**config.mk**
```make
export PLATFORM = sky130hd
export DESIGN_NAME = toggle_pulse_rx
export DESIGN_NICKNAME = d
export VERILOG_FILES = /design/src/rtl/toggle_pulse_rx.sv
export SDC_FILE = /design/constraint.sdc
export NUM_CORES = 1
export LEC_CHECK = 0
export ABC_AREA = 1
export BUFFER_PORTS_ARGS = -buffer_cell sky130_fd_sc_hd__buf_2
export CAP_MARGIN = 25
export CORE_AREA = 2 2 39 41
export CTS_BUF_LIST = sky130_fd_sc_hd__clkbuf_16
export DETAILED_ROUTE_END_ITERATION = 10
export DIE_AREA = 0 0 41 43
export PLACE_DENSITY_LB_ADDON = 0.3
export SLEW_MARGIN = 0
export SYNTH_ARGS = -nofsm -noshare
export SYNTH_HDL_FRONTEND = slang
export SYNTH_SLANG_ARGS = --single-unit
```
**constraint.sdc**
```tcl
create_clock -name rd_clk -period 2.2 [get_ports rd_clk]
set_input_delay 0.44 -clock rd_clk [delete_from_list [all_inputs] [get_ports rd_clk]]
set_output_delay 0.44 -clock rd_clk [all_outputs]
set_load 0.05 [all_outputs]
```
**src/rtl/toggle_pulse_rx.sv**
```systemverilog
// Purpose: receive side of a toggle pulse synchronizer; turns toggle transitions into rd_pulse and queued events.
// Latency: rd_pulse and the evt_count increment land SYNC_STAGES cycles after the first capturing edge; ack_tog one cycle later.
// Backpressure: events wait in a saturating counter drained by evt_ready; events beyond the maximum set a sticky overflow.
module toggle_pulse_rx #(
    parameter int SYNC_STAGES = 2,
    parameter int CNT_W       = 4
) (
    input  logic             rd_clk,
    input  logic             rd_reset,
    input  logic             tog_in,
    input  logic             evt_ready,
    input  logic             ovf_clr,
    output logic             rd_pulse,
    output logic             ack_tog,
    output logic             evt_valid,
    output logic [CNT_W-1:0] evt_count,
    output logic             overflow,
    output logic             busy
);

    // The INIT down-counter must hold SYNC_STAGES+1.
    localparam int                INIT_W    = $clog2(SYNC_STAGES + 2);
    localparam logic [INIT_W-1:0] INIT_LOAD = INIT_W'(SYNC_STAGES + 1);
    localparam logic [CNT_W-1:0]  CNT_MAX   = '1;

    typedef enum logic {
        ST_INIT = 1'b0,
        ST_RUN  = 1'b1
    } state_t;

    state_t             state;
    state_t             state_nxt;
    logic [INIT_W-1:0]  init_cnt;
    logic [INIT_W-1:0]  init_cnt_nxt;

    logic [SYNC_STAGES-1:0] sync;
    logic                   sync_out;
    logic                   tog_q;
    logic                   tog_edge;
    logic                   pop;

    logic [CNT_W-1:0]       cnt_nxt;
    logic                   ovf_set;
    logic                   ovf_nxt;

    assign sync_out  = sync[SYNC_STAGES-1];
    assign evt_valid = (evt_count != '0);
    assign pop       = evt_valid && evt_ready;

    // Edges are only reported once INIT has let tog_q settle onto the sender's reset level.
    assign tog_edge  = (state == ST_RUN) && (sync_out ^ tog_q);

    // Synchronizer chain for the asynchronous toggle level.
    always_ff @(posedge rd_clk or negedge rd_reset) begin
        if (!rd_reset) begin
            sync <= '0;
        end else begin
            sync <= {sync[SYNC_STAGES-2:0], tog_in};
        end
    end

    // Level history, pulse and echo; tog_q tracks in both states so INIT absorbs a high reset level.
    always_ff @(posedge rd_clk or negedge rd_reset) begin
        if (!rd_reset) begin
            tog_q    <= 1'b0;
            rd_pulse <= 1'b0;
            ack_tog  <= 1'b0;
        end else begin
            tog_q    <= sync_out;
            rd_pulse <= tog_edge;
            ack_tog  <= tog_q;
        end
    end

    // FSM state and INIT down-counter registers.
    always_ff @(posedge rd_clk or negedge rd_reset) begin
        if (!rd_reset) begin
            state    <= ST_INIT;
            init_cnt <= INIT_LOAD;
        end else begin
            state    <= state_nxt;
            init_cnt <= init_cnt_nxt;
        end
    end

    // Next state: leave INIT on the edge where the down-counter reaches zero, never return.
    always_comb begin
        state_nxt    = state;
        init_cnt_nxt = init_cnt;
        busy         = (state == ST_INIT);
        case (state)
            ST_INIT: begin
                if (init_cnt <= INIT_W'(1)) begin
                    init_cnt_nxt = '0;
                    state_nxt    = ST_RUN;
                end else begin
                    init_cnt_nxt = init_cnt - INIT_W'(1);
                end
            end
            ST_RUN: begin
                state_nxt = ST_RUN;
            end
            default: begin
                state_nxt = ST_INIT;
            end
        endcase
    end

    // Pending-count update: a simultaneous edge and pop cancel, so saturation only drops unpaired edges.
    always_comb begin
        cnt_nxt = evt_count;
        ovf_set = 1'b0;
        case ({tog_edge, pop})
            2'b10: begin
                if (evt_count == CNT_MAX) begin
                    ovf_set = 1'b1;
                end else begin
                    cnt_nxt = evt_count + CNT_W'(1);
                end
            end
            2'b01: begin
                cnt_nxt = evt_count - CNT_W'(1);
            end
            default: begin
                cnt_nxt = evt_count;
            end
        endcase
        // A drop in the same cycle as a clear keeps the flag set.
        if (ovf_set) begin
            ovf_nxt = 1'b1;
        end else if (ovf_clr) begin
            ovf_nxt = 1'b0;
        end else begin
            ovf_nxt = overflow;
        end
    end

    // Pending counter and sticky overflow registers.
    always_ff @(posedge rd_clk or negedge rd_reset) begin
        if (!rd_reset) begin
            evt_count <= '0;
            overflow  <= 1'b0;
        end else begin
            evt_count <= cnt_nxt;
            overflow  <= ovf_nxt;
        end
    end

endmodule

```
Word level (Yosys, flattened, before mapping)

Cells that the tools add are included.

Output and inout port bits: 9
Register bits: 13
Logic and storage cells: 33
Input port bits: 5

Add/subtract/negate cells: 3
Multiplexer cells: 9
Bitwise gates (word level): 2
Eq/ne operators: 4
Reductions and logical operators: 6
Order comparisons: 1

Operators with widths:

| operator                                                              | number |
|---|---|
| 4-bit case mux with 2 select lines                                    | 1 |
| 1-bit two-way mux                                                     | 5 |
| 4-bit by 1-bit adder with 4-bit output, second input constant         | 1 |
| 4-bit equality test, second input constant                            | 1 |
| 4-bit two-way mux                                                     | 1 |
| 2-bit nonzero test                                                    | 2 |
| 4-bit nonzero test                                                    | 1 |
| 4-bit by 1-bit subtractor with 4-bit output, second input constant    | 1 |
| 2-bit by 1-bit equality test with 1-bit output, second input constant | 1 |
| 2-bit equality test, second input constant                            | 1 |
| 2-bit by 1-bit <= comparator with 1-bit output, second input constant | 1 |
| 1-bit logical AND                                                     | 2 |
| 2-bit two-way mux                                                     | 1 |
| 2-bit inequality test, second input constant                          | 1 |
| 1-bit case mux with 2 select lines                                    | 1 |
| 2-bit AND reduction                                                   | 1 |
| 2-bit by 1-bit subtractor with 2-bit output, second input constant    | 1 |
| 1-bit inverter                                                        | 1 |
| 1-bit XOR                                                             | 1 |

Longest topological paths before layout

Gate-level depths: netlist of the first run.

Depth after elaboration: 5
Depth in mapped cells: 11
Gate-level depth less buffers: 11

Worst setup path after synthesis of the first run

No wires, ideal clock.

Path kind: register to register
From: register evt_count[3]
To: register evt_count[3]
Period minus slack after synthesis: 2.149 ns
Path slack: 0.051 ns
Stages on the path, launching flop included: 12
Data arrival time: 2.028 ns
Library setup time: 0.121 ns
Required time: 2.079 ns
Cells stage by stage: dfrtp_1 -> nor2_1 -> nand2_2 -> nand2_2 -> nor2_2 -> ha_1 -> nand3_1 -> nand3_1 -> inv_1 -> nand2_1 -> nand3_1 -> nand2_1

Longest elaborated chain between the ends: 5

RTL lines:

| item                                                                                         | RTL line | text |
|---|---|---|
| start, declared                                                                              | 16       | `output logic [CNT_W-1:0] evt_count,` |
| start signal, assigned                                                                       | 144      | `evt_count <= cnt_nxt;` |
| 4-bit nonzero test *                                                                         | 47       | `assign evt_valid = (evt_count != '0);` |
| net evt_valid                                                                                | 15       | `output logic evt_valid,` |
| 1-bit logical AND *                                                                          | 48       | `assign pop = evt_valid && evt_ready;` |
| 2-bit equality test / 2-bit by 1-bit equality test with 1-bit output (equally long branches) | 113      | `case ({tog_edge, pop})` |
| 2-bit inequality test (no line) / 2-bit nonzero test (equally long branches)                 | -        |  |
| 2-bit AND reduction (no line)                                                                | -        |  |

Mark *: on every way through the listed nets, which the timed path passes. The rest lies on a longest branch. The select of a mux whose other input is x is not followed.
A chain may end at the register's enable or synchronous reset.

Worst setup path in the final report of the first run

From: register evt_count[0]
To: register evt_count[3]

Longest elaborated chain between the ends: 5

RTL lines:

| item |
|---|
| parallel branches: the longest is 5 deep, another holds 4-bit by 1-bit adder with 4-bit output |

Parallel ways; which one is timed is not known. The select of a mux whose other input is x is not followed.

==> results of run 1 <==
[worst paths after layout]
check	from	to	slack, ns
min	rd_reset	rd_pulse	0.07
max in group asynchronous	rd_reset	init_cnt[1]	1.85
max	evt_count[0]	evt_count[3]	0.40
min reg2reg	sync[0]	sync[1]	0.34
max reg2reg	evt_count[0]	evt_count[3]	0.40
min in group rd_clk	tog_in	sync[0]	0.31
[cells by family (layout without fill, tap and decap cells)]
kind of cell,Yosys count,in the layout,share of synthesized area [%]
AOI/OAI and AO/OA,4,4,4.29
buffers and inverters,10,27,5.85
xor gates and xnor gates,1,1,1.36
adders and majority gates,3,3,7.02
and+or+nand+nor,35,35,30.4
DFF,13,13,51.1
[cells in the final DEF (no fill, tap or decap)]
cell type,instances
nand2_1,14
buf_2,13
inv_1,11
dfrtp_1,11
nand3_1,7
nand2_2,4
clkbuf_16,3
nor2_1,2
nor2_2,2
nand4_1,2
ha_1,2
dfstp_2,2
nor2_4,1
nand3_2,1
nand3_4,1
nand2_4,1
o21ai_2,1
o21a_1,1
o22ai_1,1
o21ai_0,1
xnor2_1,1
fa_1,1
[registers in the layout (all words and copies together) (netlist names)]
signal / flops
overflow: 1
tog_q: 1
ack_tog: 1
sync: 2
evt_count: 4
init_cnt: 2
rd_pulse: 1
state: 1
[routing by layer]
layer | global-route usage, % | share of wire [%] | vias up
li1 | - | - | 244
met1 | 19.6 | 43 | 212
met2 | 24.4 | 48 | 13
met3 | 6.28 | 7.0 | 4
met4 | 8.00 | 2.6 | 0
met5 | 0 | 0 | -
[critical path, stage by stage (launching register included)]
cell,delay [ns]
dfrtp_1,0.43
nor2_2,0.14
nand2_2,0.08
nand2_2,0.13
nor2_2,0.07
ha_1,0.33
nand3_1,0.10
nand3_1,0.11
inv_1,0.10
nand2_1,0.06
nand3_1,0.08
nand2_1,0.06
[cell type report]
class / instances / area [sq um] / share of cell area (%)
clock buffer: 3 / 75.1 / 9.32
clock inverter: 1 / 3.75 / 0.466
inverter: 10 / 37.5 / 4.66
multi-input combinational: 43 / 277 / 34.3
sequential: 13 / 328 / 40.7
tap: 16 / 20.0 / 2.48
timing repair buffer: 13 / 65.1 / 8.07
[power breakdown]
group	internal, mW	total (mW)	switching (mW)
clock	0.239	0.334	0.0949
combinational	0.146	0.504	0.357
sequential	0.285	0.342	0.0566
==> flow_summary.toml, run 1 <==
[clock_tree]
cts_buffers = 3
clock_path_buffers = 2
clk_pin_slew_ns = 0.04
clock-root-buffer = "clkbuf_16"
htree_levels = 1
clock_sinks = 13
cts_resized = 0
cts_hold_buf = 0
clkLatencyLatePin_ns = 0.24
cts_tree = "yes"
post_cts_buffers = 0

[layout]
final_area_sq_um = 806
fin_util_pct = 58.2
drive_gt1_share_pct = 34.9
nFillCells = 121
n_antenna_cell = 0
area_growth_syn_to_layout_pct = 25.5
layout.nets = 92
layoutNonFillerInstCount = 99

[critical_path]
worstPathArrival_ns = 1.93
ff2ff_path_depth = 11
crit_required_ns = 2.33
crit_fanout = 6
startpoint_type = "register"
path_class = "reg -> reg"
cp-end-kind = "register"

[placement]
port-buffer-count = 13
place_hpwl_um = 821
dpl.cell_count = 95
place_congestion = 0.711
post-place-ws_ns = 0.417
dpl_cell_area_sq_um = 727

[yosys]
ys_types = 20
ys.flop_type = "dfrtp_1"
yosysWarnings = 0
ys_ff_latch = 13
synth_area_sq_um = 642
synth_edf_count = 0
synth.most_common_cell = "nand2_1"
yosysSeqAreaShare_pct = 51.1
syn_nets = 74
async_reset_ff_share_pct = 100
yosys-top-cells-count = "nand2_1, dfrtp_1, inv_1"
yosysTopAreaCellShare_pct = 42.9
netlist_top_cells_area = "dfrtp_1, dfstp_2, nand2_1, inv_1, nand3_1"
syn_avg_cell_area_sq_um = 9.73
synth_largest_area_cell = "dfrtp_1"
netlist_instances = 66

[floorplanning]
initial_core_util_pct = 46.4
dieHeight_um = 43
fp.coreArea_sq_um = 1380
die_w_um = 41
pin_count = 14
die_area_sq_um = 1760
placementRows = 14

[timing]
finalCriticalPeriod_ns = 1.80
relSlewSlack_pct = 81.6
final.setup.tns_ns = 0
rsz0062_at_grt = "false"
hold_ws_ns = 0.0719
fmax_mhz = 555
setup_ws_ns = 0.398
setup_viol = 0
finalCritPeriodShare_pct = 81.9
report.final.slew_viol_count = 0
skew_ns = 0.00226
finalHoldViolations = 0
worst_pin_slew_ns = 0.276

[routing]
via_count = 473
wire_per_inst_um = 11.2
drc = 0
first_iter_violations = 5
routed_via_density = 4.78
drt_pass1_iterations = 2
drt_wl_total_um = 1110
postRouteAntennaNets = 0

[hold_path]
hp-class = "in -> async"

[global_routing]
overflow = 0
grt_max_degree = 14
grt_pass1_wl_um = 1900
grt_pass1_vias = 462
antenna_found_initial = 0
grt_use_total_pct = 16.3

[power]
vdd_ir_drop_max_v = 0.000734
power_leakage_nw = 0.417
power_density_nw_per_um2 = 1460
finalPower_mw = 1.18

[flow_run]
max_cap_violations = 0

[run_status]
status = "finished clean"
Power figures use the tool's default switching activity.
==> run 2, diff against run 1 <==
--- a/config.mk
+++ b/config.mk
@@ -8,10 +8,10 @@
 export ABC_AREA = 1
 export BUFFER_PORTS_ARGS = -buffer_cell sky130_fd_sc_hd__buf_2
 export CAP_MARGIN = 25
-export CORE_AREA = 2 2 39 41
+export CORE_MARGIN = 1.5
+export CORE_UTILIZATION = 45
 export CTS_BUF_LIST = sky130_fd_sc_hd__clkbuf_16
 export DETAILED_ROUTE_END_ITERATION = 10
-export DIE_AREA = 0 0 41 43
 export PLACE_DENSITY_LB_ADDON = 0.3
 export SLEW_MARGIN = 0
 export SYNTH_ARGS = -nofsm -noshare
==> constraint.sdc (replaced) <==
create_clock -name rd_clk -period 1.6 [get_ports rd_clk]
set_input_delay 0.32 -clock rd_clk [delete_from_list [all_inputs] [get_ports rd_clk]]
set_output_delay 0.32 -clock rd_clk [all_outputs]
set_load 0.05 [all_outputs]
==> run 2 against run 1 <==
The flow now finishes with violations (setup timing). Die area shrank 5.7%. Final area up 22%. Global-route usage rose by 4.7 points. Total power grew 62%. Combinational power rose by 98%. Clock power increased by 35%. Via count is 14% higher. Register-to-register slack got worse by 0.43 ns. Sequential share of layout area down 6.8 points. First-iteration DRC count stayed put. Utilization grew 16 points. Critical endpoint is now evt_count[1].
==> flow_summary.toml, run 2 (synthesis gave the netlist of run 1 again) <==
[run_status]
status = "finished, violations left"
violations = "setup timing"

[timing]
hold_ws_ns = 0.189
setup_ws_ns = -0.0348
finalCriticalPeriod_ns = 1.63
report.final.slew_viol_count = 0
fmax_mhz = 612
skew_ns = 0.00304
rsz0062_at_grt = "true"
worst_pin_slew_ns = 0.279
finalHoldViolations = 0
finalCritPeriodShare_pct = 102
relSlewSlack_pct = 81.4
setup_viol = 2

[clock_tree]
cts_buffers = 3
clock_path_buffers = 2
clock_sinks = 13
cts_tree = "yes"
htree_levels = 1
clock-root-buffer = "clkbuf_16"
clkLatencyLatePin_ns = 0.24
clk_pin_slew_ns = 0.04

[floorplanning]
initial_core_util_pct = 48.7
die_w_um = 40.8
placementRows = 13
fp.coreArea_sq_um = 1320
dieHeight_um = 40.8
die_area_sq_um = 1660
pin_count = 14

[hold_path]
min_to = "sync[0]"
hold_path_depth = 1
hp-class = "in -> reg"
hp-start = "tog_in"

[power]
power_density_nw_per_um2 = 1950
pwr-share-clk_pct = 23.5
power_leakage_nw = 0.476
p_int_mw = 1.09
swShare_pct = 43.2
p_switching_mw = 0.829
seq_power_share_pct = 24.3
vdd_ir_drop_max_v = 0.00138
combPwrFrac_pct = 52.1

[routing]
first_iter_violations = 5
wire_per_inst_um = 12.5
drt_pass1_iterations = 4
routed_via_density = 4.94
postRouteAntennaNets = 0
drt_wl_total_um = 1360
via_count = 539
drc = 0

[layout]
largest-register = "evt_count"
nFillCells = 87
mostFrequentLayoutCells = "buf_2, nand2_1, inv_1, buf_4, dfrtp_1"
mostFrequentLayoutCell = "buf_2"
layoutNonFillerInstCount = 109
layout.nets = 103
top_regs = "evt_count: 4 flops, init_cnt: 2 flops, sync: 2 flops"
seqCellArea_sq_um = 333
drive_gt1_share_pct = 56.4
multi_input_area_sq_um = 365
largest_reg_flops = 4
n_antenna_cell = 0
area_growth_syn_to_layout_pct = 53.2

[placement]
port-buffer-count = 13
dpl.cell_count = 101
place_congestion = 0.690
place_hpwl_um = 923
post-place-ws_ns = -0.0117

[critical_path]
startpoint_type = "register"
ff2ff_path_depth = 8
crit_required_ns = 1.72
crit_fanout = 4
path_class = "reg -> reg"
cp-end-kind = "register"
worstPathArrival_ns = 1.76
reg2reg_to = "evt_count[1]"
r2r_setup_slack_ns = -0.03
r2r_start = "sync[1]"

[global_routing]
grt_pass1_wl_um = 2080
antenna_found_initial = 0
grt_use_total_pct = 21.0
grt_max_degree = 14
grt_pass1_vias = 482
overflow = 0

[flow_run]
max_cap_violations = 0
-- run 2: changes by cell type in the layout (fill, tap and decap cells not counted), moves of 2 or more --
cell,previous run,this run
ha_4,0,2
nand3_1,7,5
dfrtp_1,11,7
dfrtp_2,0,4
nor2_4,1,4
buf_4,0,10
nand2_1,14,12
ha_1,2,0
nor2_1,2,0
-- run 2: per-layer routing --
layer | vias to the layer above | global-route usage [%] | share of wire, %
li1 | 269 | - | -
met1 | 255 | 23.1 | 43
met2 | 13 | 36.5 | 51
met3 | 2 | 8.15 | 5.4
met4 | 0 | 7.50 | 1.0
met5 | - | 0 | 0
-- run 2: worst max path at each step --
| stage | to | start | slack [ns] |
|---|---|---|---|
| after floorplan | evt_count[3] | evt_count[1] | -0.18 |
| final | evt_count[1] | sync[1] | -0.03 |
| after global placement | evt_count[3] | tog_q | 0.02 |
| after detailed placement | evt_count[3] | tog_q | -0.01 |
| after CTS | evt_count[3] | tog_q | 0.004 |
| after global routing | evt_count[1] | sync[1] | -0.11 |
-- run 2: power groups by stage --
stage               combinational, mW  clock (mW)  sequential (mW)
global placement                0.930           0            0.461
detailed placement              0.941           0            0.464
floorplan                       0.459           0            0.699
CTS                             0.969       0.462            0.460
global route                     1.08       0.476            0.474
finish                           1.00       0.451            0.466
-- run 2: metrics by stage --
stage	util (%)	setup TNS (ns)	total power, mW	cell area [sq um]
2_1_floorplan	-	-0.244	1.16	708
3_3_place_gp	64.1	0	1.39	845
5_1_grt	74.6	-0.238	2.03	983
3_5_place_dp	64.1	-0.0117	1.41	845
6_report	74.6	-0.0369	1.92	983
4_1_cts	73.9	0	1.89	973
-- run 2: final cells by class --
class                      count  share of cell area (%)
inverter                      10                    3.82
clock buffer                   3                    7.63
sequential                    13                    33.8
multi-input combinational     43                    37.2
clock inverter                 1                   0.382
timing repair buffer          24                    15.3
tap                           15                    1.91
-- run 2: repair_timing --
item / 4_1_cts / 5_1_grt
endpoints found under the hold margin: 11 / 0
pin swaps: 8 / 0
hold buffers: 1 / 0
resized for setup: 3 / 3
buffers inserted: 3 / 0
endpoints found under the setup margin: 1 / 3
-- run 2: critical path, cell delays in order, from the launching register on --
cell	delay, ns
dfrtp_1	0.42
nand2_2	0.09
buf_4	0.14
nand3_1	0.11
nand3_4	0.09
fa_2	0.52
inv_1	0.05
nand2_2	0.06
o21ai_2	0.04
==> run 3, diff against run 2 <==
--- a/config.mk
+++ b/config.mk
@@ -8,11 +8,12 @@
 export ABC_AREA = 1
 export BUFFER_PORTS_ARGS = -buffer_cell sky130_fd_sc_hd__buf_2
 export CAP_MARGIN = 25
-export CORE_MARGIN = 1.5
-export CORE_UTILIZATION = 45
+export CORE_AREA = 2 2 39 41
 export CTS_BUF_LIST = sky130_fd_sc_hd__clkbuf_16
 export DETAILED_ROUTE_END_ITERATION = 10
+export DIE_AREA = 0 0 41 43
 export PLACE_DENSITY_LB_ADDON = 0.3
+export REMOVE_ABC_BUFFERS = 1
 export SLEW_MARGIN = 0
 export SYNTH_ARGS = -nofsm -noshare
 export SYNTH_HDL_FRONTEND = slang
==> constraint.sdc (replaced) <==
create_clock -name rd_clk -period 1.9 [get_ports rd_clk]
set_input_delay 0.38 -clock rd_clk [delete_from_list [all_inputs] [get_ports rd_clk]]
set_output_delay 0.38 -clock rd_clk [all_outputs]
set_load 0.05 [all_outputs]
==> run 3 against run 2 <==
The run now ends clean. Final area fell by 16%. Sequential share of layout area grew 5.8 points. Global-route usage decreased by 3.1 points. Largest power group unchanged.
==> flow_summary.toml, run 3 (synthesis gave the netlist of run 1 again) <==
[placement]
dpl.cell_count = 97
port-buffer-count = 13
place_congestion = 0.745
place_hpwl_um = 853

[floorplanning]
dieHeight_um = 43
die_w_um = 41
fp.coreArea_sq_um = 1380
pin_count = 14
die_area_sq_um = 1760
initial_core_util_pct = 46.4
placementRows = 14

[critical_path]
cp_slowest_cell = "dfrtp_1"
cp-end-kind = "register"
path_class = "reg -> reg"
crit_required_ns = 2.03
worstPathArrival_ns = 1.89
cp_top_family = "simple AND/OR/NAND/NOR gates"
slowest_delay_ns = 0.42
path_cells = "nor2_1, nand2_2, nand2_4, nor2_2, ha_1, nand3_1, nand3_1, inv_1, nand2_1, nand3_1, nand2_1"
startpoint_type = "register"
crit_fanout = 5
crit_buf_inv = 1
cp_common_cell = "nand3_1"

[layout]
largest_reg_flops = 4
drive_gt1_share_pct = 37.6
nFillCells = 112
area_growth_syn_to_layout_pct = 28.8
largest-register = "evt_count"
top_regs = "evt_count: 4 flops, init_cnt: 2 flops, sync: 2 flops"
layout.nets = 94
mostFrequentLayoutCells = "nand2_1, buf_2, dfrtp_1"
mostFrequentLayoutCell = "nand2_1"
n_antenna_cell = 0
layoutNonFillerInstCount = 101

[clock_tree]
cts_buffers = 3
cts_resized = 0
clk_pin_slew_ns = 0.05
clock-root-buffer = "clkbuf_16"
cts_tree = "yes"
htree_levels = 1
clkLatencyLatePin_ns = 0.24
post_cts_buffers = 0
clock_sinks = 13
clock_path_buffers = 2
cts_hold_buf = 0

[run_status]
status = "finished clean"

[global_routing]
grt_max_degree = 14
grt_pass1_wl_um = 2050
grt_use_total_pct = 17.9
grt_pass1_vias = 495
antenna_found_initial = 0
overflow = 0

[timing]
finalCritPeriodShare_pct = 92.4
finalHoldViolations = 0
relSlewSlack_pct = 80.9
worst_pin_slew_ns = 0.286
hold_ws_ns = 0.0164
fmax_mhz = 569
setup_viol = 0
rsz0062_at_grt = "false"
finalCriticalPeriod_ns = 1.76
report.final.slew_viol_count = 0
skew_ns = 0.000783

[routing]
via_count = 499
drt_wl_total_um = 1240
drt_pass1_iterations = 4
drc = 0
postRouteAntennaNets = 0
first_iter_violations = 10
wire_per_inst_um = 12.3
routed_via_density = 4.94

[power]
seq_power_share_pct = 27.5
combPwrFrac_pct = 44.5
power_density_nw_per_um2 = 1700
swShare_pct = 43.5
p_switching_mw = 0.612
pwr-share-clk_pct = 28.0
vdd_ir_drop_max_v = 0.000933
p_int_mw = 0.797
power_leakage_nw = 0.427

[flow_run]
max_cap_violations = 0

[hold_path]
hp-class = "in -> async"
[run 3: cell count changes in the layout (fill, tap and decap cells not counted), sizes merged]
cell	delta
dlygate4sd3	-1
inv	-1
clkinv	+1
buf	-8
[run 3: worst paths after layout]
path | start | endpoint | slack, ns | depth (start not counted)
max reg2reg | evt_count[3] | evt_count[3] | 0.14 | 11
min in group rd_clk | tog_in | sync[0] | 0.25 | 1
min reg2reg | sync[0] | sync[1] | 0.36 | 0
max in group asynchronous | rd_reset | init_cnt[0] | 1.61 | 1
max | evt_count[3] | evt_count[3] | 0.14 | 11
min | rd_reset | tog_q | 0.02 | 1
[run 3: final cells by class]
class,instances,area [sq um],share of cell area [%]
inverter,10,37.5,4.54
clock inverter,1,5.00,0.605
multi-input combinational,43,282,34.0
sequential,13,328,39.6
timing repair buffer,15,80.1,9.68
clock buffer,3,75.1,9.08
tap,16,20.0,2.42
[run 3: through the flow]
stage	TNS (ns)	utilization (%)	instance area, sq um	total power, mW	worst slack [ns]
after floorplan	-0.407	-	642	0.865	-0.249
after global placement	0	53.6	742	1.00	0.190
after detailed placement	0	53.6	742	1.01	0.167
after CTS	0	59.4	822	1.42	0.115
after global routing	0	59.8	827	1.50	0.00935
final	0	59.8	827	1.41	0.144
[run 3: power by group through the flow]
stage / clock network (mW) / registers [mW] / logic (mW)
after global routing: 0.420 / 0.396 / 0.685
after detailed placement: 0 / 0.391 / 0.618
after global placement: 0 / 0.389 / 0.613
after floorplan: 0 / 0.556 / 0.309
final: 0.395 / 0.388 / 0.627
after CTS: 0.406 / 0.388 / 0.629
[run 3: metal layers]
metal / wire (um) / global-route usage [%] / up-vias / share of wire (%)
li1: - / - / 249 / -
met1: 544 / 21.4 / 236 / 44
met2: 626 / 28.4 / 12 / 51
met3: 57 / 4.71 / 2 / 4.6
met4: 10 / 8.00 / 0 / 0.81
met5: 0 / 0 / - / 0
